==> config.mk <==
export PLATFORM = sky130hd
export DESIGN_NAME = avalon_rr_arbiter
export DESIGN_NICKNAME = d
export VERILOG_FILES = /design/src/rtl/avalon_rr_arbiter.sv
export SDC_FILE = /design/constraint.sdc
export NUM_CORES = 1
export LEC_CHECK = 0
export ABC_CLOCK_PERIOD_IN_PS = 4120
export BUFFER_PORTS_ARGS = -buffer_cell sky130_fd_sc_hd__buf_2
export CAP_MARGIN = 20
export CORE_AREA = 4 4 366 368
export CTS_BUF_LIST = sky130_fd_sc_hd__clkbuf_16
export CTS_CLUSTER_DIAMETER = 60
export CTS_CLUSTER_SIZE = 14
export DETAILED_ROUTE_END_ITERATION = 6
export DIE_AREA = 0 0 370 372
export MAX_ROUTING_LAYER = met4
export SETUP_SLACK_MARGIN = 0.5
export SYNTH_ARGS = -nofsm -noshare
export SYNTH_HDL_FRONTEND = slang
export SYNTH_SLANG_ARGS = --single-unit
==> constraint.sdc <==
create_clock -name clk -period 4.12 [get_ports clk]
set_input_delay 0.824 -clock clk [delete_from_list [all_inputs] [get_ports clk]]
set_output_delay 0.824 -clock clk [all_outputs]
set_load 0.01 [all_outputs]
==> src/rtl/avalon_rr_arbiter.sv <==
// avalon_rr_arbiter: two-host round-robin Avalon-MM arbiter with write-burst lock and read-response routing.
// Optional grant/stall statistics are enabled by defining AVALON_ARB_STATS_EN.
module avalon_rr_arbiter #(
    parameter int DATA_W         = 128,
    parameter int ADDR_W         = 32,
    parameter int BURST_W        = 8,
    parameter int RD_TRACK_DEPTH = 4
) (
    input  logic                  clk,
    input  logic                  rst_n,
    input  logic [ADDR_W-1:0]     h0_address,
    input  logic [BURST_W-1:0]    h0_burstcount,
    input  logic                  h0_write,
    input  logic                  h0_read,
    input  logic [DATA_W-1:0]     h0_writedata,
    input  logic [DATA_W/8-1:0]   h0_byteenable,
    output logic                  h0_waitrequest,
    output logic                  h0_readdatavalid,
    output logic [DATA_W-1:0]     h0_readdata,
    input  logic [ADDR_W-1:0]     h1_address,
    input  logic [BURST_W-1:0]    h1_burstcount,
    input  logic                  h1_write,
    input  logic                  h1_read,
    input  logic [DATA_W-1:0]     h1_writedata,
    input  logic [DATA_W/8-1:0]   h1_byteenable,
    output logic                  h1_waitrequest,
    output logic                  h1_readdatavalid,
    output logic [DATA_W-1:0]     h1_readdata,
    output logic [ADDR_W-1:0]     avm_address,
    output logic [BURST_W-1:0]    avm_burstcount,
    output logic                  avm_write,
    output logic                  avm_read,
    output logic [DATA_W-1:0]     avm_writedata,
    output logic [DATA_W/8-1:0]   avm_byteenable,
    input  logic                  avm_waitrequest,
    input  logic                  avm_readdatavalid,
    input  logic [DATA_W-1:0]     avm_readdata,
    output logic                  rd_route_err
`ifdef AVALON_ARB_STATS_EN
    ,
    output logic [31:0]           h0_grant_cnt,
    output logic [31:0]           h1_grant_cnt,
    output logic [31:0]           arb_stall_cnt
`endif
);
    localparam int PW = $clog2(RD_TRACK_DEPTH);

    typedef enum logic {IDLE, WR_BURST} state_t;

    state_t               state, state_nx;
    logic                 last_grant, owner;
    logic [BURST_W-1:0]   beats_left;
    logic                 tr_owner [RD_TRACK_DEPTH];
    logic [BURST_W-1:0]   tr_rem   [RD_TRACK_DEPTH];
    logic [PW-1:0]        wr_ptr, rd_ptr;
    logic [PW:0]          count;
    logic                 full, empty, elig0, elig1, gnt_valid, sel;
    logic                 sel_write, sel_read, acc, push, pop, rd_hit;
    logic [BURST_W-1:0]   sel_bc;

    assign h0_readdata = avm_readdata;
    assign h1_readdata = avm_readdata;

    always_comb begin
        full             = count == (PW+1)'(RD_TRACK_DEPTH);
        empty            = count == '0;
        elig0            = h0_write | (h0_read & ~full);
        elig1            = h1_write | (h1_read & ~full);
        gnt_valid        = (state == WR_BURST) | elig0 | elig1;
        sel              = (state == WR_BURST) ? owner : (elig0 & elig1) ? ~last_grant : elig1;
        sel_write        = sel ? h1_write : h0_write;
        sel_read         = sel ? h1_read : h0_read;
        sel_bc           = sel ? h1_burstcount : h0_burstcount;
        avm_write        = gnt_valid & sel_write;
        // a host driving write and read together gets its write first
        avm_read         = gnt_valid & (state == IDLE) & sel_read & ~sel_write & ~full;
        avm_address      = gnt_valid ? (sel ? h1_address : h0_address) : '0;
        avm_burstcount   = gnt_valid ? sel_bc : '0;
        avm_writedata    = gnt_valid ? (sel ? h1_writedata : h0_writedata) : '0;
        avm_byteenable   = gnt_valid ? (sel ? h1_byteenable : h0_byteenable) : '0;
        h0_waitrequest   = ~(gnt_valid & ~sel) | avm_waitrequest;
        h1_waitrequest   = ~(gnt_valid & sel) | avm_waitrequest;
        acc              = (avm_write | avm_read) & ~avm_waitrequest;
        push             = avm_read & ~avm_waitrequest;
        rd_hit           = avm_readdatavalid & ~empty;
        h0_readdatavalid = rd_hit & ~tr_owner[rd_ptr];
        h1_readdatavalid = rd_hit & tr_owner[rd_ptr];
        pop              = rd_hit & (tr_rem[rd_ptr] <= BURST_W'(1));
        state_nx         = state;
        if (state == IDLE && acc && avm_write && sel_bc > BURST_W'(1))
            state_nx = WR_BURST;
        if (state == WR_BURST && acc && beats_left == BURST_W'(1))
            state_nx = IDLE;
    end

    always_ff @(posedge clk or negedge rst_n) begin
        if (!rst_n) begin
            state        <= IDLE;
            last_grant   <= 1'b1;
            owner        <= 1'b0;
            beats_left   <= '0;
            wr_ptr       <= '0;
            rd_ptr       <= '0;
            count        <= '0;
            rd_route_err <= 1'b0;
        end else begin
            state <= state_nx;
            if (acc && state == IDLE) begin
                last_grant <= sel;
                owner      <= sel;
                beats_left <= sel_bc - BURST_W'(1);
            end else if (acc) begin
                beats_left <= beats_left - BURST_W'(1);
            end
            if (push)
                wr_ptr <= wr_ptr + PW'(1);
            if (pop)
                rd_ptr <= rd_ptr + PW'(1);
            count <= count + (PW+1)'(push) - (PW+1)'(pop);
            if (avm_readdatavalid && empty)
                rd_route_err <= 1'b1;
        end
    end

    // tracker payload needs no reset: entries are only read while count is nonzero
    always_ff @(posedge clk) begin
        if (push) begin
            tr_owner[wr_ptr] <= sel;
            tr_rem[wr_ptr]   <= (sel_bc == '0) ? BURST_W'(1) : sel_bc;
        end
        if (rd_hit && !pop)
            tr_rem[rd_ptr] <= tr_rem[rd_ptr] - BURST_W'(1);
    end

`ifdef AVALON_ARB_STATS_EN
    logic stall0, stall1;

    assign stall0 = (h0_write | h0_read) & ~(gnt_valid & ~sel);
    assign stall1 = (h1_write | h1_read) & ~(gnt_valid & sel);

    always_ff @(posedge clk or negedge rst_n) begin
        if (!rst_n) begin
            h0_grant_cnt  <= '0;
            h1_grant_cnt  <= '0;
            arb_stall_cnt <= '0;
        end else begin
            if (acc && state == IDLE && !sel)
                h0_grant_cnt <= h0_grant_cnt + 32'd1;
            if (acc && state == IDLE && sel)
                h1_grant_cnt <= h1_grant_cnt + 32'd1;
            if (stall0 || stall1)
                arb_stall_cnt <= arb_stall_cnt + 32'd1;
        end
    end
`endif
endmodule

==> flow_metrics.py, run 1 <==
metrics = {
    "layout": {
        "final_nets": 1965,
        "layout-drive-gt1-share_pct": 46.6,
        "final_cell_area_sq_mm": 0.0120,
        "nFillCells": 15508,
        "layout-area-overhead-vs-synth_pct": 49.8,
    },
    "synth": {
        "synthesis.yosys.warnings": 0,
        "async_set_reset_flop_share_out_of_synthesis_pct": 34.5,
        "synth_adder_area_share_pct": 2.92,
        "synthesis.area_sq_mm": 0.00798,
        "netlist_instances": 1147,
        "mappedNetlistNets": 1669,
        "syn-mean-instance-area_sq_um": 6.96,
        "synth_top_family_by_area": "buffers and inverters",
        "synth_edf_count": 36,
        "synth_seq_area_share_pct": 19.5,
        "netlist-cell-type-count": 52,
        "ys_seq_elements": 55,
        "synthMuxAreaShare_pct": 9.27,
        "synth-simple-area-share_pct": 23.4,
        "synthFlopType": "edfxtp_1",
        "synth-compound-area-share_pct": 14.5,
        "synthXorXnorAreaFrac_pct": 2.31,
    },
    "drt": {
        "met3RoutedLength_um": 16800,
        "final_antenna_net_count": 0,
        "avgViaCountPerCell": 2.98,
        "drt-wirelength-per-cell_um": 28.4,
        "drc": 0,
        "route.met2.wl_um": 38600,
        "detailedRoute.firstPassIterationCount": 5,
        "total_wirelength_of_the_detailed_routed_design_um": 93000,
        "drt_iter0_drc": 624,
        "dr.max_layer_used": "met4",
        "met1_length_um": 33400,
        "vias_after_detailed_routing": 9756,
    },
    "floorplan": {
        "start_util_pct": 6.10,
        "ioPinCount": 951,
        "die_height_um": 372,
        "die-area_sq_mm": 0.138,
        "die_w_um": 370,
        "rows": 133,
        "placeable_core_area_sq_mm": 0.131,
    },
    "clock_network": {
        "clock_latency_ns": 0.31,
        "ctsRootBufferMaster": "clkbuf_16",
        "max-clock-path-buffers": 2,
        "cts.sink_count": 55,
        "cts_tree": "done",
        "cts_made_buffers": 5,
        "worst_setup_hold_path_clk_slew_ns": 0.08,
        "post_cts_hold_buffer_count": 0,
        "h-tree-depth": 2,
    },
    "worst_setup_path": {
        "critical-path-max-stage-delay_ns": 0.41,
        "worstReg2RegEnd": "count[2]",
        "kind_of_launch_point_of_the_worst_setup_path": "flop",
        "critical-path-slowest-cell": "dfrtp_1",
        "cp_cell_sequence": "or3b_4, and3_1, a221oi_4, buf_12, bufbuf_16, buf_4, nand2_1, o21ai_2, buf_2",
        "path_max_fanout": 7,
        "worst_setup_path_end_kind": "output port",
        "worst_r2r_startpoint": "rd_ptr[0]",
        "worstPathArrival_ns": 2.82,
        "ff2ff_path_depth": 13,
        "timing.setup.critical_path_class": "reg -> out",
        "cp.required_ns": 3.30,
        "rrSetupSlack_ns": 0.58,
    },
    "global_routing": {
        "grt_start_max_net_pins": 80,
        "grt_pass1_vias": 9423,
        "grt_first_pass_wirelength_um": 109000,
        "overflow": 0,
        "globalRouteTotalUtil_pct": 12.9,
        "grt_antenna_before_repair": 109,
    },
    "timing": {
        "slew-limit-headroom_pct": 56.9,
        "number_of_failing_setup_endpoints_in_the_final_timing_report": 0,
        "slew_at_the_pin_closest_to_its_max_slew_limit_ns": 0.640,
        "hold_viol": 0,
        "min_period_ns": 3.64,
        "setup_total_negative_slack_ns": 0,
        "maxSlewViolCount": 0,
        "achievable-frequency_mhz": 274,
        "final.period_utilization_pct": 88.4,
        "skew_ns": 0.0119,
        "rsz0062_at_grt": "true",
    },
    "power": {
        "irDropWorstVdd_v": 0.000346,
        "power.net_switching_w": 0.00437,
        "share_clk_of_total_power_pct": 5.8,
        "cellLeakagePower_nw": 5.58,
        "p_comb_share_pct": 82.4,
        "power_density_mw_per_mm2": 654,
        "sequentialPowerShare_pct": 11.8,
        "p_sw_share_pct": 56.0,
        "intPower_w": 0.00344,
    },
    "place": {
        "finalWeightedCongestion": 0.970,
        "placement.cell_area_sq_mm": 0.0111,
        "io_buffer_count": 566,
        "dpl.hpwl_um": 82100,
    },
    "worst_hold_path": {
        "hold_end": "rd_route_err",
        "worstHoldPathCells": 1,
        "holdCritStartpoint": "rd_route_err",
        "worst_hold_path_type": "reg -> reg",
    },
    "run_status": {
        "status": "finished clean",
    },
    "job": {
        "reported_max_cap_violation_count": 0,
    },
}
-- cell type report --
type | count | area [sq um] | share of cell area (%)
Tap cell | 1755 | 2200 | 18.4
Sequential cell | 55 | 1560 | 13.1
Multi-Input combinational cell | 754 | 4270 | 35.7
Clock inverter | 3 | 28.8 | 0.241
Timing Repair Buffer | 611 | 3520 | 29.4
Antenna cell | 77 | 193 | 1.61
Inverter | 16 | 61.3 | 0.513
Clock buffer | 5 | 125 | 1.05
-- cell usage after synthesis, types with 2 or more instances --
| master | number | area share [%] |
|---|---|---|
| a21o_1 | 4 | 0.38 |
| a21o_2 | 4 | 0.44 |
| a21oi_1 | 8 | 0.50 |
| and3_1 | 6 | 0.47 |
| buf_2 | 2 | 0.13 |
| buf_4 | 257 | 24 |
| clkbuf_1 | 62 | 2.9 |
| dfrtp_1 | 18 | 5.6 |
| edfxtp_1 | 36 | 14 |
| ha_1 | 17 | 2.7 |
| inv_1 | 15 | 0.71 |
| mux2_2 | 4 | 0.56 |
| mux2i_1 | 45 | 5.6 |
| mux4_1 | 7 | 2.3 |
| mux4_2 | 2 | 0.56 |
| nand2_1 | 368 | 17 |
| nand2_8 | 4 | 1.0 |
| nand2b_1 | 3 | 0.24 |
| nand3_1 | 3 | 0.19 |
| nor2_1 | 27 | 1.3 |
| nor2b_1 | 3 | 0.24 |
| nor3_1 | 9 | 0.56 |
| nor4_1 | 3 | 0.24 |
| o211ai_1 | 4 | 0.38 |
| o21a_1 | 4 | 0.38 |
| o21ai_0 | 179 | 11 |
| o31ai_1 | 2 | 0.19 |
| o41ai_1 | 2 | 0.22 |
| or3_1 | 3 | 0.24 |
| or4_1 | 5 | 0.47 |
| xnor2_1 | 14 | 1.5 |
| xor2_1 | 7 | 0.77 |
-- sequential cells by signal, summed over array words and instances (netlist names), 2 cells and up --
| signal | flops |
|---|---|
| rd_ptr | 2 |
| tr_rem | 32 |
| beats_left | 8 |
| count | 3 |
| tr_owner | 4 |
| wr_ptr | 2 |
-- worst max path at each step --
stage,start,to,cells past startpoint
2_1_floorplan,count[1],count[2],14
3_3_place_gp,h1_read,avm_writedata[28],8
3_5_place_dp,h1_write,avm_writedata[2],8
4_1_cts,count[0],avm_writedata[29],9
6_report,count[0],avm_writedata[2],9
5_1_grt,count[0],avm_address[21],10
-- critical path, delay by kind of cell (launching register included) --
family          cells  cell delay, ns
buf+inv             4            0.80
compound gates      2            0.48
simple gates        3            0.80
flops               1            0.41
-- routing by layer --
metal  vias up  global-route usage [%]
met3       181                    9.53
met5         -                       -
met1      4369                    13.6
li1       4211                       -
met2       995                    18.3
met4         0                    5.27
-- kinds of logic (layout without fill, tap and decap cells) --
logic type	after synthesis	count (layout)
muxes	59	59
DFF	55	55
and+or+nand+nor	443	443
adders and majority gates	18	18
AOI/OAI and AO/OA	213	213
buffers and inverters	338	635
other	0	77
xor gates and xnor gates	21	21
-- repair_timing --
action | in CTS | in global routing
gates resized for setup | 37 | 33
endpoints found under the setup margin | 109 | 66
pin swaps | 1 | 1
buffers inserted | 8 | 2
gates cloned | 6 | 2
-- cells in the final DEF (no fill, tap or decap), types with 17 or more instances in the layout --
cell type / Yosys / final
buf_2: 2 / 555
ha_1: 17 / 17
buf_4: 257 / 29
edfxtp_1: 36 / 36
o21ai_0: 179 / 164
diode_2: 0 / 77
nor2_1: 27 / 27
nand2_1: 368 / 364
mux2i_1: 45 / 42
-- per-stage QoR --
step / util (%) / setup WS, ns / total power, W / hold slack, ns / instances
after global routing: 9.09 / 0.409 / 0.00845 / 0.484 / 3249
after CTS: 8.89 / 0.416 / 0.00776 / 0.470 / 3195
after global placement: 8.50 / 0.158 / 0.00647 / 0.441 / 3173
after detailed placement: 8.50 / 0.116 / 0.00653 / 0.451 / 3173
final: 9.14 / 0.477 / 0.00781 / 0.465 / 3276
after floorplan: - / 0.697 / 0.00390 / 0.459 / 1147
-- power by group through the flow --
| stage | clock network (W) | logic (W) | registers (W) |
|---|---|---|---|
| 5_1_grt | 0.000482 | 0.00703 | 0.000939 |
| 3_5_place_dp | 0 | 0.00560 | 0.000931 |
| 2_1_floorplan | 0 | 0.00301 | 0.000884 |
| 4_1_cts | 0.000463 | 0.00638 | 0.000918 |
| 6_report | 0.000450 | 0.00644 | 0.000923 |
| 3_3_place_gp | 0 | 0.00555 | 0.000923 |
Note: power is estimated with default switching activity, not from simulation.
==> run 2: changes to the inputs <==
==> constraint.sdc (replaced) <==
create_clock -name clk -period 4.12 [get_ports clk]
set_input_delay 0.206 -clock clk [delete_from_list [all_inputs] [get_ports clk]]
set_output_delay 0.206 -clock clk [all_outputs]
set_load 0.01 [all_outputs]
==> run 2 against run 1 <==
- design area decreased by 5.1%
- register-to-register slack improved by 0.07 ns
- clock skew fell by 0.0031 ns
- non-clock buffer count is 29 lower
- die area did not move
- power fell by 14%
- clock power increased by 2%
- sequential power about the same
- routed wire length shrank 7.7%
- the run now ends with DRC left
- clock-buffer cell count unchanged
- first-iteration DRC count rose by 9.9%
==> flow_metrics.py, run 2 (synthesis results as in run 1) <==
metrics = {
    "timing": {
        "skew_ns": 0.00885,
        "final.period_utilization_pct": 84.2,
        "finalWorstSetupSlack_ns": 0.651,
        "achievable-frequency_mhz": 288,
        "slew-limit-headroom_pct": 37.8,
        "hold_viol": 0,
        "min_period_ns": 3.47,
        "slew_at_the_pin_closest_to_its_max_slew_limit_ns": 0.928,
        "maxSlewViolCount": 0,
        "setup_total_negative_slack_ns": 0,
        "number_of_failing_setup_endpoints_in_the_final_timing_report": 0,
        "rsz0062_at_grt": "true",
    },
    "clock_network": {
        "max-clock-path-buffers": 2,
        "worst_setup_hold_path_clk_slew_ns": 0.08,
        "clock_latency_ns": 0.31,
        "ctsRootBufferMaster": "clkbuf_16",
        "cts.sink_count": 55,
        "h-tree-depth": 2,
        "cts_made_buffers": 5,
        "cts_tree": "done",
    },
    "worst_setup_path": {
        "cp_cell_sequence": "mux4_2, or4_4, nor4_4, nand2b_4, inv_1, ha_1, inv_1, ha_1, inv_1, fa_1, xnor2_1, xnor2_1",
        "critical-path-slowest-cell": "mux4_2",
        "worstPathArrival_ns": 3.69,
        "timing.setup.critical_path_class": "reg -> reg",
        "cp.required_ns": 4.35,
        "path_common_cell": "inv_1",
        "kind_of_launch_point_of_the_worst_setup_path": "flop",
        "path_max_fanout": 6,
        "critical-path-max-stage-delay_ns": 0.58,
        "worst_setup_path_end_kind": "flop",
        "timing.critical_path.buf_inv": 3,
        "cp_top_family": "simple AND/OR/NAND/NOR gates",
    },
    "global_routing": {
        "grt_start_max_net_pins": 139,
        "grt_antenna_before_repair": 108,
        "grt_pass1_vias": 8525,
        "grt_first_pass_wirelength_um": 101000,
        "globalRouteTotalUtil_pct": 12.0,
        "overflow": 0,
    },
    "floorplan": {
        "placeable_core_area_sq_mm": 0.131,
        "die_height_um": 372,
        "ioPinCount": 951,
        "start_util_pct": 6.10,
        "die-area_sq_mm": 0.138,
        "die_w_um": 370,
        "rows": 133,
    },
    "power": {
        "p_total_w": 0.00673,
        "cellLeakagePower_nw": 5.30,
        "power_density_mw_per_mm2": 593,
        "irDropWorstVdd_v": 0.000419,
    },
    "drt": {
        "total_wirelength_of_the_detailed_routed_design_um": 85800,
        "detailedRoute.firstPassIterationCount": 7,
        "drc": 12,
        "final_antenna_net_count": 0,
        "drt_iter0_drc": 686,
        "vias_after_detailed_routing": 9224,
        "avgViaCountPerCell": 2.85,
        "drt-wirelength-per-cell_um": 26.5,
    },
    "place": {
        "place_worst_setup_slack_ns": 0.444,
        "io_buffer_count": 566,
        "finalWeightedCongestion": 0.944,
        "dpl.hpwl_um": 78400,
    },
    "worst_hold_path": {
        "worst_hold_path_type": "in -> reg",
    },
    "layout": {
        "regMostFlops": "tr_rem",
        "nFillCells": 15525,
        "mostFrequentLayoutCell": "buf_2",
        "layout-drive-gt1-share_pct": 43.9,
        "layout-area-overhead-vs-synth_pct": 42.2,
        "top_regs": "tr_rem: 32 flops, beats_left: 8 flops, tr_owner: 4 flops",
        "largest_register_ffs": 32,
        "fin_util_pct": 8.67,
        "commonest_cells_after_routing_fill_and_taps_aside": "buf_2 (566), nand2_1 (368), o21ai_0 (179)",
        "final_nets": 1936,
    },
    "run_status": {
        "failed_checks": "DRC",
        "status": "finished with violations",
    },
    "job": {
        "reported_max_cap_violation_count": 0,
    },
}
## run 2: cell count changes in the layout (fill, tap and decap cells not counted), moves of 3 or more
cell       delta
buf_16        -6
mux2i_1       +3
buf_2        +11
buf_6         -3
clkbuf_4      -6
bufbuf_16     -3
o21ai_0      +15
buf_4        -20
o21ai_2      -11
nand2_1       +4
nand2_2       -4
diode_2      -14
o21ai_1       -4
## run 2: worst register-to-register path, delay by kind of cell, from the launching register on
kind / cells / cell delay (ns)
buffers and inverters: 3 / 0.18
DFF: 1 / 0.48
and+or+nand+nor: 3 / 1.06
muxes: 1 / 0.58
adders and majority gates: 3 / 0.74
xor gates and xnor gates: 2 / 0.34
## run 2: area by class of cell
cell class	instances	area (sq um)	share of cell area (%)
inverter	16	60.1	0.529
multi-input combinational	754	4200	37.0
tap	1755	2200	19.4
timing repair buffer	582	3020	26.6
clock inverter	3	31.3	0.276
antenna	63	158	1.39
sequential	55	1560	13.8
clock buffer	5	125	1.10
## run 2: layer usage
layer	routed length, um	GRT usage (%)
met3	19900	11.3
met1	27300	11.3
met4	3940	4.56
met2	34700	16.9
met5	0	-
## run 2: worst paths after layout
kind	start	slack, ns	endpoint	cells past startpoint
setup reg to reg	rd_ptr[0]	0.65	count[2]	12
hold reg to reg	rd_route_err	0.47	rd_route_err	1
min in group asynchronous	rst_n	0.48	rd_route_err	2
setup / recovery	rd_ptr[0]	0.65	count[2]	12
max in group asynchronous	rst_n	3.23	rd_ptr[1]	2
hold / removal	avm_readdatavalid	0.14	rd_route_err	2
## run 2: through the flow
step / cell area [sq um] / hold slack [ns] / instances
CTS: 11100 / 0.135 / 3165
detailed placement: 11000 / 0.236 / 3156
global route: 11300 / 0.145 / 3217
floorplan: 7980 / -0.0896 / 1147
global placement: 11000 / 0.232 / 3156
finish: 11300 / 0.139 / 3233
## run 2: timing repair
item                       4_1_cts  5_1_grt
cloned                           0        0
gates resized for setup          2        9
hold endpoints to repair        18        0
hold buffers                     1        0
pin swaps                        0        3
setup endpoints to repair        1       27
buffers inserted                 0        5
## run 2: where the power goes
group	switching [W]	internal [W]
registers	0.000115	0.000806
logic	0.00358	0.00177
clock network	0.000222	0.000236
total	0.00392	0.00281
